File: src/rtl/reg_scoreboard.sv
// Register-hazard scoreboard: per-register pending-write counters that stall
// issue on RAW hazards and on counter saturation, released by writeback strobes.
module reg_scoreboard #(
  parameter int NUM_REGS = 8,
  parameter int ADDR_W   = 3,
  parameter int CNT_W    = 2
) (
  input  logic                    clk,
  input  logic                    rst,
  input  logic                    issue_valid,
  input  logic                    issue_use_src1,
  input  logic [ADDR_W-1:0]       issue_src1,
  input  logic                    issue_use_src2,
  input  logic [ADDR_W-1:0]       issue_src2,
  input  logic                    issue_has_dst,
  input  logic [ADDR_W-1:0]       issue_dst,
  output logic                    issue_ready,
  output logic                    stall,
  input  logic                    wb_valid,
  input  logic [ADDR_W-1:0]       wb_addr,
  output logic [NUM_REGS-1:0]     busy_mask,
  output logic [CNT_W+ADDR_W-1:0] outstanding,
  output logic                    err_underflow
);

  localparam logic [CNT_W-1:0] CNT_MAX = {CNT_W{1'b1}};

  logic [CNT_W-1:0]    cnt [NUM_REGS];
  logic                hazard;
  logic                sat_block;
  logic                accept;
  logic                claim;
  logic                retire;
  logic                underflow;
  logic                wb_self_claim;
  logic [NUM_REGS-1:0] inc;
  logic [NUM_REGS-1:0] dec;

  always_comb begin
    hazard        = (issue_use_src1 && (cnt[issue_src1] != '0)) ||
                    (issue_use_src2 && (cnt[issue_src2] != '0));
    sat_block     = issue_has_dst && (cnt[issue_dst] == CNT_MAX);
    issue_ready   = !rst && !hazard && !sat_block;
    stall         = issue_valid && !issue_ready;
    accept        = issue_valid && issue_ready;
    claim         = accept && issue_has_dst;
    wb_self_claim = claim && (issue_dst == wb_addr);
    // A writeback to an idle register is legal only if it retires this cycle's claim.
    retire        = wb_valid && ((cnt[wb_addr] != '0) || wb_self_claim);
    underflow     = wb_valid && (cnt[wb_addr] == '0) && !wb_self_claim;
  end

  always_comb begin
    inc       = '0;
    dec       = '0;
    busy_mask = '0;
    for (int i = 0; i < NUM_REGS; i++) begin
      inc[i]       = claim  && (issue_dst == ADDR_W'(i));
      dec[i]       = retire && (wb_addr   == ADDR_W'(i));
      busy_mask[i] = (cnt[i] != '0);
    end
  end

  always_ff @(posedge clk) begin
    if (rst) begin
      for (int i = 0; i < NUM_REGS; i++) begin
        cnt[i] <= '0;
      end
      outstanding   <= '0;
      err_underflow <= 1'b0;
    end else begin
      for (int i = 0; i < NUM_REGS; i++) begin
        if (inc[i] && !dec[i]) begin
          cnt[i] <= cnt[i] + 1'b1;
        end else if (dec[i] && !inc[i]) begin
          cnt[i] <= cnt[i] - 1'b1;
        end
      end
      if (claim && !retire) begin
        outstanding <= outstanding + 1'b1;
      end else if (retire && !claim) begin
        outstanding <= outstanding - 1'b1;
      end
      if (underflow) begin
        err_underflow <= 1'b1;
      end
    end
  end

endmodule

File: config.mk
export PLATFORM = sky130hd
export DESIGN_NAME = reg_scoreboard
export DESIGN_NICKNAME = d
export VERILOG_FILES = /design/src/rtl/reg_scoreboard.sv
export SDC_FILE = /design/constraint.sdc
export NUM_CORES = 1
export LEC_CHECK = 0
export CAP_MARGIN = 20
export CELL_PAD_IN_SITES_DETAIL_PLACEMENT = 2
export CELL_PAD_IN_SITES_GLOBAL_PLACEMENT = 2
export CORE_UTILIZATION = 34
export DETAILED_ROUTE_END_ITERATION = 10
export GPL_TIMING_DRIVEN = 0
export PLACE_DENSITY_LB_ADDON = 0.3
export SYNTH_ARGS = -nofsm -noshare
export SYNTH_HDL_FRONTEND = slang
export SYNTH_SLANG_ARGS = --single-unit
export TNS_END_PERCENT = 5
File: constraint.sdc
create_clock -name clk -period 9.4 [get_ports clk]
set_input_delay 1.88 -clock clk [delete_from_list [all_inputs] [get_ports clk]]
set_output_delay 1.88 -clock clk [all_outputs]
set_load 0.02 [all_outputs]
# ---- Yosys cells after proc, flatten, opt, wreduce, memory -nomap -nowiden
# Memory sizes are Yosys's and may differ from the RTL's.
# Cells that the tools add are included.
dict set report op_classes {
  n_addsub 18
  eq_ne 16
  mux 76
  bitwise 16
  reduce_logical 86
}
# operator count
set op_table {}
lappend op_table {{1-bit 2-to-1 mux} 58}
lappend op_table {{1-bit logical AND} 46}
lappend op_table {{2-bit 2-to-1 mux} 16}
lappend op_table {{3-bit equality test (second input constant)} 8}
lappend op_table {{2-bit nonzero test} 12}
lappend op_table {{1-bit zero test} 23}
lappend op_table {{2-bit by 1-bit adder with 2-bit output (second input constant)} 8}
lappend op_table {{1-bit OR} 16}
lappend op_table {{2-bit by 1-bit subtractor with 2-bit output (second input constant)} 8}
lappend op_table {{3-bit by 2-bit equality test with 1-bit output (second input constant)} 4}
lappend op_table {{5-bit 2-to-1 mux} 2}
lappend op_table {{3-bit by 1-bit equality test with 1-bit output (second input constant)} 2}
lappend op_table {{3-bit zero test} 2}
lappend op_table {{5-bit by 1-bit adder with 5-bit output (second input constant)} 1}
lappend op_table {{5-bit by 1-bit subtractor with 5-bit output (second input constant)} 1}
lappend op_table {{3-bit equality test} 1}
lappend op_table {{2-bit equality test (second input constant)} 1}
lappend op_table {{2-bit zero test} 1}
lappend op_table {{1-bit logical OR} 2}
dict set report totals {
  reg_bits 6
  mem_bits_rw 16
  inputBits 19
  out_inout_bits 16
  word_cells 215
  memories 1
}
# name depth width rd rd_ports_with_merged_regs wr line_no
set mem_list {}
lappend mem_list {cnt 8 2 12 0 8 28} ;# logic [CNT_W-1:0] cnt [NUM_REGS];

# ---- Logic depth before layout (Yosys ltp)
# Gate-level depths: netlist (run 1).
# An unclocked memory read counts as a cell.
dict set report depth {
  word_depth 20
  ltp_mapped 17
  mapped_depth_nobuf 15
}

# ---- Worst setup path after synthesis (run 1)
# OpenSTA, ideal clock, no wires.
dict set report synth_path {
  path_type {input to output}
  from {input issue_src1[0]}
  to {output stall}
  arrival_time_ns 3.373
  t_required_ns 7.520
  path_slack_ns 4.147
  cell_stages 6
  path_buffers 1
  path_cell_list {mux4_2 > or3b_1 > and4_4 > buf_6 > nand2_1 > and2_1}
}
dict set report synth_via {
  elab_chain_cells 9
}
# item line_no
set synth_rtl {}
lappend synth_rtl {{start: declaration} 12} ;# input logic [ADDR_W-1:0] issue_src1,
lappend synth_rtl {{memory 8 x 2 bit} n/a}
lappend synth_rtl {{2-bit nonzero test} 40} ;# hazard = (issue_use_src1 && (cnt[issue_src1] != '0)) ||
lappend synth_rtl {{1-bit logical AND} 40}
lappend synth_rtl {{1-bit logical OR} 40}
lappend synth_rtl {{1-bit zero test} 43} ;# issue_ready = !rst && !hazard && !sat_block;
lappend synth_rtl {{1-bit logical AND (2 in series)} 43}
lappend synth_rtl {{1-bit zero test} 44} ;# stall = issue_valid && !issue_ready;
lappend synth_rtl {{1-bit logical AND} 44}
lappend synth_rtl {{end: declaration} 18} ;# output logic stall,
# Every way passes these cells.

# ---- Final worst setup path (run 1)
dict set report layout_path {
  from {input issue_src2[0]}
  to {output stall}
}
dict set report layout_via {
  elab_chain_cells 9
}
# item line_no
set layout_rtl {}
lappend layout_rtl {{start: declaration} 14} ;# input logic [ADDR_W-1:0] issue_src2,
lappend layout_rtl {{memory 8 x 2 bit} n/a}
lappend layout_rtl {{2-bit nonzero test} 41} ;# (issue_use_src2 && (cnt[issue_src2] != '0));
lappend layout_rtl {{1-bit logical AND} 41}
lappend layout_rtl {{1-bit logical OR} 40}
lappend layout_rtl {{1-bit zero test} 43}
lappend layout_rtl {{1-bit logical AND (2 in series)} 43}
lappend layout_rtl {{1-bit zero test} 44}
lappend layout_rtl {{1-bit logical AND} 44}
# Every way passes these cells.

==> results.yml, run 1 <==
sta:
  max_freq_mhz: 152.4
  clock-skew-final_ps: 11.06
  fin_tns_setup_ps: 0
  setup_viol_count_final: 0
  period_needed_ps: 6560
  rsz0062_at_grt: "false"
  fin_crit_sh_pct: 69.79
  fin_hold_ws_ps: 480.6
  slew_headroom_pct: 60.61
  worstMarginPinSlew_ps: 590.9
  finalMaxSlewViolations: 0
  hold_viol: 0
layout:
  area_growth_pct: 24.49
  utilization_pct: 45.25
  fillCellCount: 603
  n_antenna_cell: 0
  layout.nets: 278
  drive_gt1_share_pct: 9.127
  design_area_um2: 2385
  finalNonFillerCells: 322
worst_setup_path:
  crit_path_end_kind: "output pin"
  cp_max_fo: 10
  rr_worst_depth: 15
  startpoint_type: "input pin"
  timing.rr.end: "outstanding[4]"
  required_ps: 7520
  worst-setup-path-type: "input pin to output pin"
  r2r_start: "cnt[1][0]"
  cp.arrival_ps: 4680
  reg2reg_setup_slack_ps: 5480
synthesis:
  yosysSeqAreaShare_pct: 31.35
  synth_area_leaders: "edfxtp_1, dfxtp_1, nor2_1"
  synth_compound_area_share_pct: 16.98
  syn_nets: 242
  syn-cell-area_um2: 1916
  ys_ff_latch: 22
  ys_warn_count: 0
  synth-edff-count: 16
  netlist.area_leader.share_pct: 25.08
  synth_flop_cell: "edfxtp_1"
  synth_cell_types: 48
  synth.avg_cell_area_um2: 8.828
  synthCells: 217
  synth_top_family_by_area: "simple AND/OR/NAND/NOR gates"
  synthXorXnorAreaFrac_pct: 5.944
  synthSimpleGateAreaFrac_pct: 23.38
  synth_most_common_cell: "nor2_1"
  synth_top_area_cell: "edfxtp_1"
  synthArstFlopShare_pct: 0
  synth_mux_area_share_pct: 11.30
  synthTopCellsByCount: "nor2_1, inv_1, nand2_1"
  synthAdderAreaFrac_pct: 4.311
grt:
  gr-total-overflow: 0
  grt_max_degree: 14
  grt_pass1_vias: 2009
  grt_pass1_wl_um: 10390
  grt.total_usage_pct: 22.77
  antenna_found_initial: 0
clocking:
  numCtsBuffers: 3
  cts_setup_buffers: 0
  cts_root_buffer: "clkbuf_8"
  insertion_delay_ps: 280
  cts_resized: 0
  path_clk_slew_ps: 80
  cts_tree: "done"
  cts.sinks: 22
  cts_htree_levels: 1
  clockBufferDepth: 2
  cts_hold_buf: 0
floorplanning:
  core_area_um2: 5270
  die_x_um: 77.06
  initial_utilization_pct: 36.35
  ios: 35
  die_h_um: 77.06
  dieArea_um2: 5938
  rows: 26
detailed_routing:
  via_count: 1821
  drc: 0
  drt-total-wl_um: 6228
  antenna_left: 0
  drt_iter0_markers: 75
  first_pass_iters: 4
  wire_per_inst_um: 19.34
  post_drt_via_cell_ratio: 5.655
outcome:
  status: "finished clean"
worst_hold_path:
  whs_path_depth: 2
  min_from: "err_underflow"
  hold_path_class: "flop to flop"
  whs_endpoint: "err_underflow"
pwr:
  power.density_nw_per_um2: 142.4
  ir_worst_vdd_mv: 0.07413
  p_leak_nw: 0.9086
placed_design:
  io_buffers: 31
  gp_congestion: 0.8634
  place_area_um2: 2313
  place_inst: 318
  dp_hpwl_um: 4947
job:
  maxCapViolCount: 0
[cells by family (layout without fill, tap and decap cells)]
group	count (synthesis)	after routing
and+or+nand+nor	88	88
AOI/OAI and AO/OA	47	47
buffers and inverters	28	63
DFF	22	22
xor gates and xnor gates	13	13
muxes	13	13
adders and majority gates	6	6
[metrics by stage]
step	setup slack [ps]	total power, mW
finish	2840	0.3396
detailed placement	2855	0.2491
CTS	2824	0.3419
floorplan	4147	0.2022
global route	2703	0.3574
global placement	2946	0.2429
[cells in the final DEF, fill, tap and decap left out, drive strengths merged, types with 2 or more instances in the layout]
master / n
buf: 4
nor2: 25
xnor2: 5
o31ai: 4
ha: 5
nand3: 13
inv: 18
or3: 3
nor4: 2
and2: 2
clkdlybuf4s50: 31
o311ai: 3
a21o: 4
dfxtp: 6
nand2: 18
o2111ai: 4
mux4: 6
nand4: 6
clkbuf: 9
or4: 4
a21oi: 16
xor2: 8
a31o: 2
mux2i: 7
nor3: 5
nand2b: 3
o21ai: 4
edfxtp: 16
a31oi: 4
nor3b: 2
[report_power, final]
group / total [mW] / leakage [nW] / internal, mW / switching [mW]
Clock: 0.0925 / 0.0357 / 0.0570 / 0.0355
Combinational: 0.124 / 0.658 / 0.0556 / 0.0682
Sequential: 0.123 / 0.215 / 0.114 / 0.00938
Total: 0.340 / 0.909 / 0.227 / 0.113
[final cells by class]
class / instances / area [um^2] / area share [%]
sequential: 22 / 600.6 / 25.18
buffer: 10 / 61.31 / 2.571
multi-input combinational: 167 / 1186 / 49.74
timing repair buffer: 31 / 310.3 / 13.01
clock buffer: 3 / 41.29 / 1.731
inverter: 18 / 67.56 / 2.833
tap: 70 / 87.58 / 3.673
clock inverter: 1 / 30.03 / 1.259
[layer usage]
| layer | track usage, % | part of all wire (%) | vias to the layer above |
|---|---|---|---|
| met4 | 5.283 | 0.88 | 0 |
| met3 | 2.500 | 3.5 | 5 |
| met5 | 0 | 0 | - |
| li1 | - | - | 876 |
| met2 | 42.32 | 51 | 43 |
| met1 | 27.89 | 45 | 897 |
[worst max-delay path: stages]
cell and delay [ps]:
clkdlybuf4s50_1 530, mux4_1 570, mux2i_1 330, nand2_1 130, clkbuf_1 250, nand2_1 230, and2_1 160, clkdlybuf4s50_1 600
[flip-flops by register name, indices dropped and copies added, names as in the netlist]
name           count
cnt               16
outstanding        5
err_underflow      1
[worst max path at each step]
stage,from,endpoint,cells past startpoint
after detailed placement,issue_src2[0],stall,8
after global placement,issue_src1[0],stall,8
after floorplan,issue_src1[0],stall,6
after CTS,issue_src2[0],stall,8
final,issue_src2[0],stall,8
after global routing,issue_src2[0],stall,8
No activity file was read; power rests on OpenSTA's default activity.
==> run 2: changes to the inputs <==
--- a/config.mk
+++ b/config.mk
@@ -8,7 +8,7 @@
 export CAP_MARGIN = 20
 export CELL_PAD_IN_SITES_DETAIL_PLACEMENT = 2
 export CELL_PAD_IN_SITES_GLOBAL_PLACEMENT = 2
-export CORE_UTILIZATION = 34
+export CORE_UTILIZATION = 29
 export DETAILED_ROUTE_END_ITERATION = 10
 export GPL_TIMING_DRIVEN = 0
 export PLACE_DENSITY_LB_ADDON = 0.3
==> constraint.sdc (replaced) <==
create_clock -name clk -period 5.4 [get_ports clk]
set_input_delay 1.08 -clock clk [delete_from_list [all_inputs] [get_ports clk]]
set_output_delay 1.08 -clock clk [all_outputs]
set_load 0.02 [all_outputs]
==> results.yml, run 2 (synthesized netlist as in run 1, its figures left out) <==
detailed_routing:
  wire_per_inst_um: 18.95
  first_pass_iters: 4
  via_count: 1852
  drt_iter0_markers: 53
  antenna_left: 0
  drc: 0
  post_drt_via_cell_ratio: 5.629
  drt-total-wl_um: 6234
grt:
  antenna_found_initial: 0
  grt_pass1_wl_um: 10490
  grtUsageMet1_pct: 24.24
  met2_usage_pct: 33.38
  busiest_layer: "met2"
  grt_max_degree: 14
  grt_pass1_vias: 2039
  use_met3_pct: 2.087
  grt.total_usage_pct: 18.96
  gr-total-overflow: 0
worst_setup_path:
  startpoint_type: "input pin"
  cp_common_cell: "clkdlybuf4s50_1"
  critPathSlowestCell: "clkdlybuf4s50_1"
  worstPathCellList: "clkdlybuf4s50_1 > mux4_2 > or3b_1 > and4_4 > buf_6 > nand2_1 > and2_1 > clkdlybuf4s50_1"
  required_ps: 4320
  cp_max_fo: 10
  cp.arrival_ps: 3820
  worst-setup-path-type: "input pin to output pin"
  max_stage_delay_ps: 600
  cp_num_buf_inv: 3
  critPathTopFamily: "buffers and inverters"
  crit_path_end_kind: "output pin"
sta:
  period_needed_ps: 4899
  worstMarginPinSlew_ps: 585.4
  setup_viol_count_final: 0
  clock-skew-final_ps: 6.662
  slew_headroom_pct: 60.48
  hold_viol: 0
  max_freq_mhz: 204.1
  fin_hold_ws_ps: 495.6
  rsz0062_at_grt: "false"
  finalMaxSlewViolations: 0
  fin_tns_setup_ps: 0
  fin_crit_sh_pct: 90.72
layout:
  layout.nets: 278
  largest_reg_flops: 16
  area_growth_pct: 24.95
  reg.largest.list: "cnt x16, outstanding x5, err_underflow x1"
  n_antenna_cell: 0
  final_common_cell: "clkdlybuf4s50_1"
  fillCellCount: 721
  largest-register: "cnt"
  utilization_pct: 37.69
  drive_gt1_share_pct: 9.127
  design_area_um2: 2394
  final_cell_mix: "clkdlybuf4s50_1, nor2_1, inv_1, nand2_1, edfxtp_1"
worst_hold_path:
  hold_path_class: "flop to flop"
clocking:
  cts_resized: 0
  numCtsBuffers: 3
  cts_root_buffer: "clkbuf_8"
  clockBufferDepth: 2
  path_clk_slew_ps: 90
  insertion_delay_ps: 270
  cts_htree_levels: 1
  cts_hold_buf: 0
  cts_setup_buffers: 0
  cts_tree: "done"
  cts.sinks: 22
pwr:
  p_leak_nw: 0.9086
  ir_worst_vdd_mv: 0.1070
  power.density_nw_per_um2: 246.5
floorplanning:
  die_h_um: 83.28
  die_x_um: 83.28
  initial_utilization_pct: 30.17
  rows: 29
  core_area_um2: 6350
  ios: 35
  dieArea_um2: 6935
placed_design:
  io_buffers: 31
  gp_congestion: 0.8557
  place_area_um2: 2322
  dp_hpwl_um: 4811
outcome:
  status: "finished clean"
job:
  maxCapViolCount: 0
## run 2: cell counts in the layout (fill, tap and decap cells not counted)
Identical to the previous run, type by type.
## run 2: final cells by class
cell class | instances | area (um^2) | share of cell area [%]
plain buffers | 10 | 61.31 | 2.561
clock buffers | 3 | 41.29 | 1.725
clock inverters | 1 | 30.03 | 1.255
inverters | 18 | 67.56 | 2.823
multi-input cells | 167 | 1186 | 49.56
flip-flops and latches | 22 | 600.6 | 25.09
well taps | 77 | 96.34 | 4.025
repair buffers | 31 | 310.3 | 12.96
## run 2: per-stage QoR
stage | power [mW] | cells | setup WS, ps
after floorplan | 0.3519 | 217 | 1328
after global placement | 0.4253 | 325 | 471.7
after detailed placement | 0.4324 | 325 | 371.2
after CTS | 0.5979 | 329 | 470.1
after global routing | 0.6251 | 329 | 274.4
final | 0.5900 | 329 | 501.2
## run 2: final timing paths
check | endpoint | slack, ps | depth (start not counted) | from
worst max register to register | outstanding[4] | 1530 | 15 | cnt[2][0]
worst max-delay path | stall | 500 | 8 | issue_src1[0]
worst min register to register | err_underflow | 500 | 2 | err_underflow
worst min-delay path | err_underflow | 500 | 2 | err_underflow
## run 2: worst register-to-register path, cell delays in order (launching register included)
cell	delay (ps)
edfxtp_1	430
nor2_1	140
mux4_2	480
or3b_1	410
and4_4	230
buf_6	140
a31o_2	260
nand2_1	90
ha_1	190
inv_1	120
fa_1	420
a21o_1	180
a21oi_1	170
xnor2_1	100
or3_1	310
a21oi_1	140
## run 2: metal layers
| layer | vias to the layer above | wire length, um |
|---|---|---|
| met5 | - | 0 |
| met4 | 0 | 133 |
| met3 | 11 | 187 |
| met2 | 45 | 3070 |
| met1 | 923 | 2843 |
| li1 | 873 | - |
## run 2: where the power goes
part | switching (mW) | internal, mW | leakage, nW | total [mW]
clock network | 0.0615 | 0.0992 | 0.0357 | 0.161
logic | 0.118 | 0.0968 | 0.658 | 0.215
registers | 0.0159 | 0.198 | 0.215 | 0.214
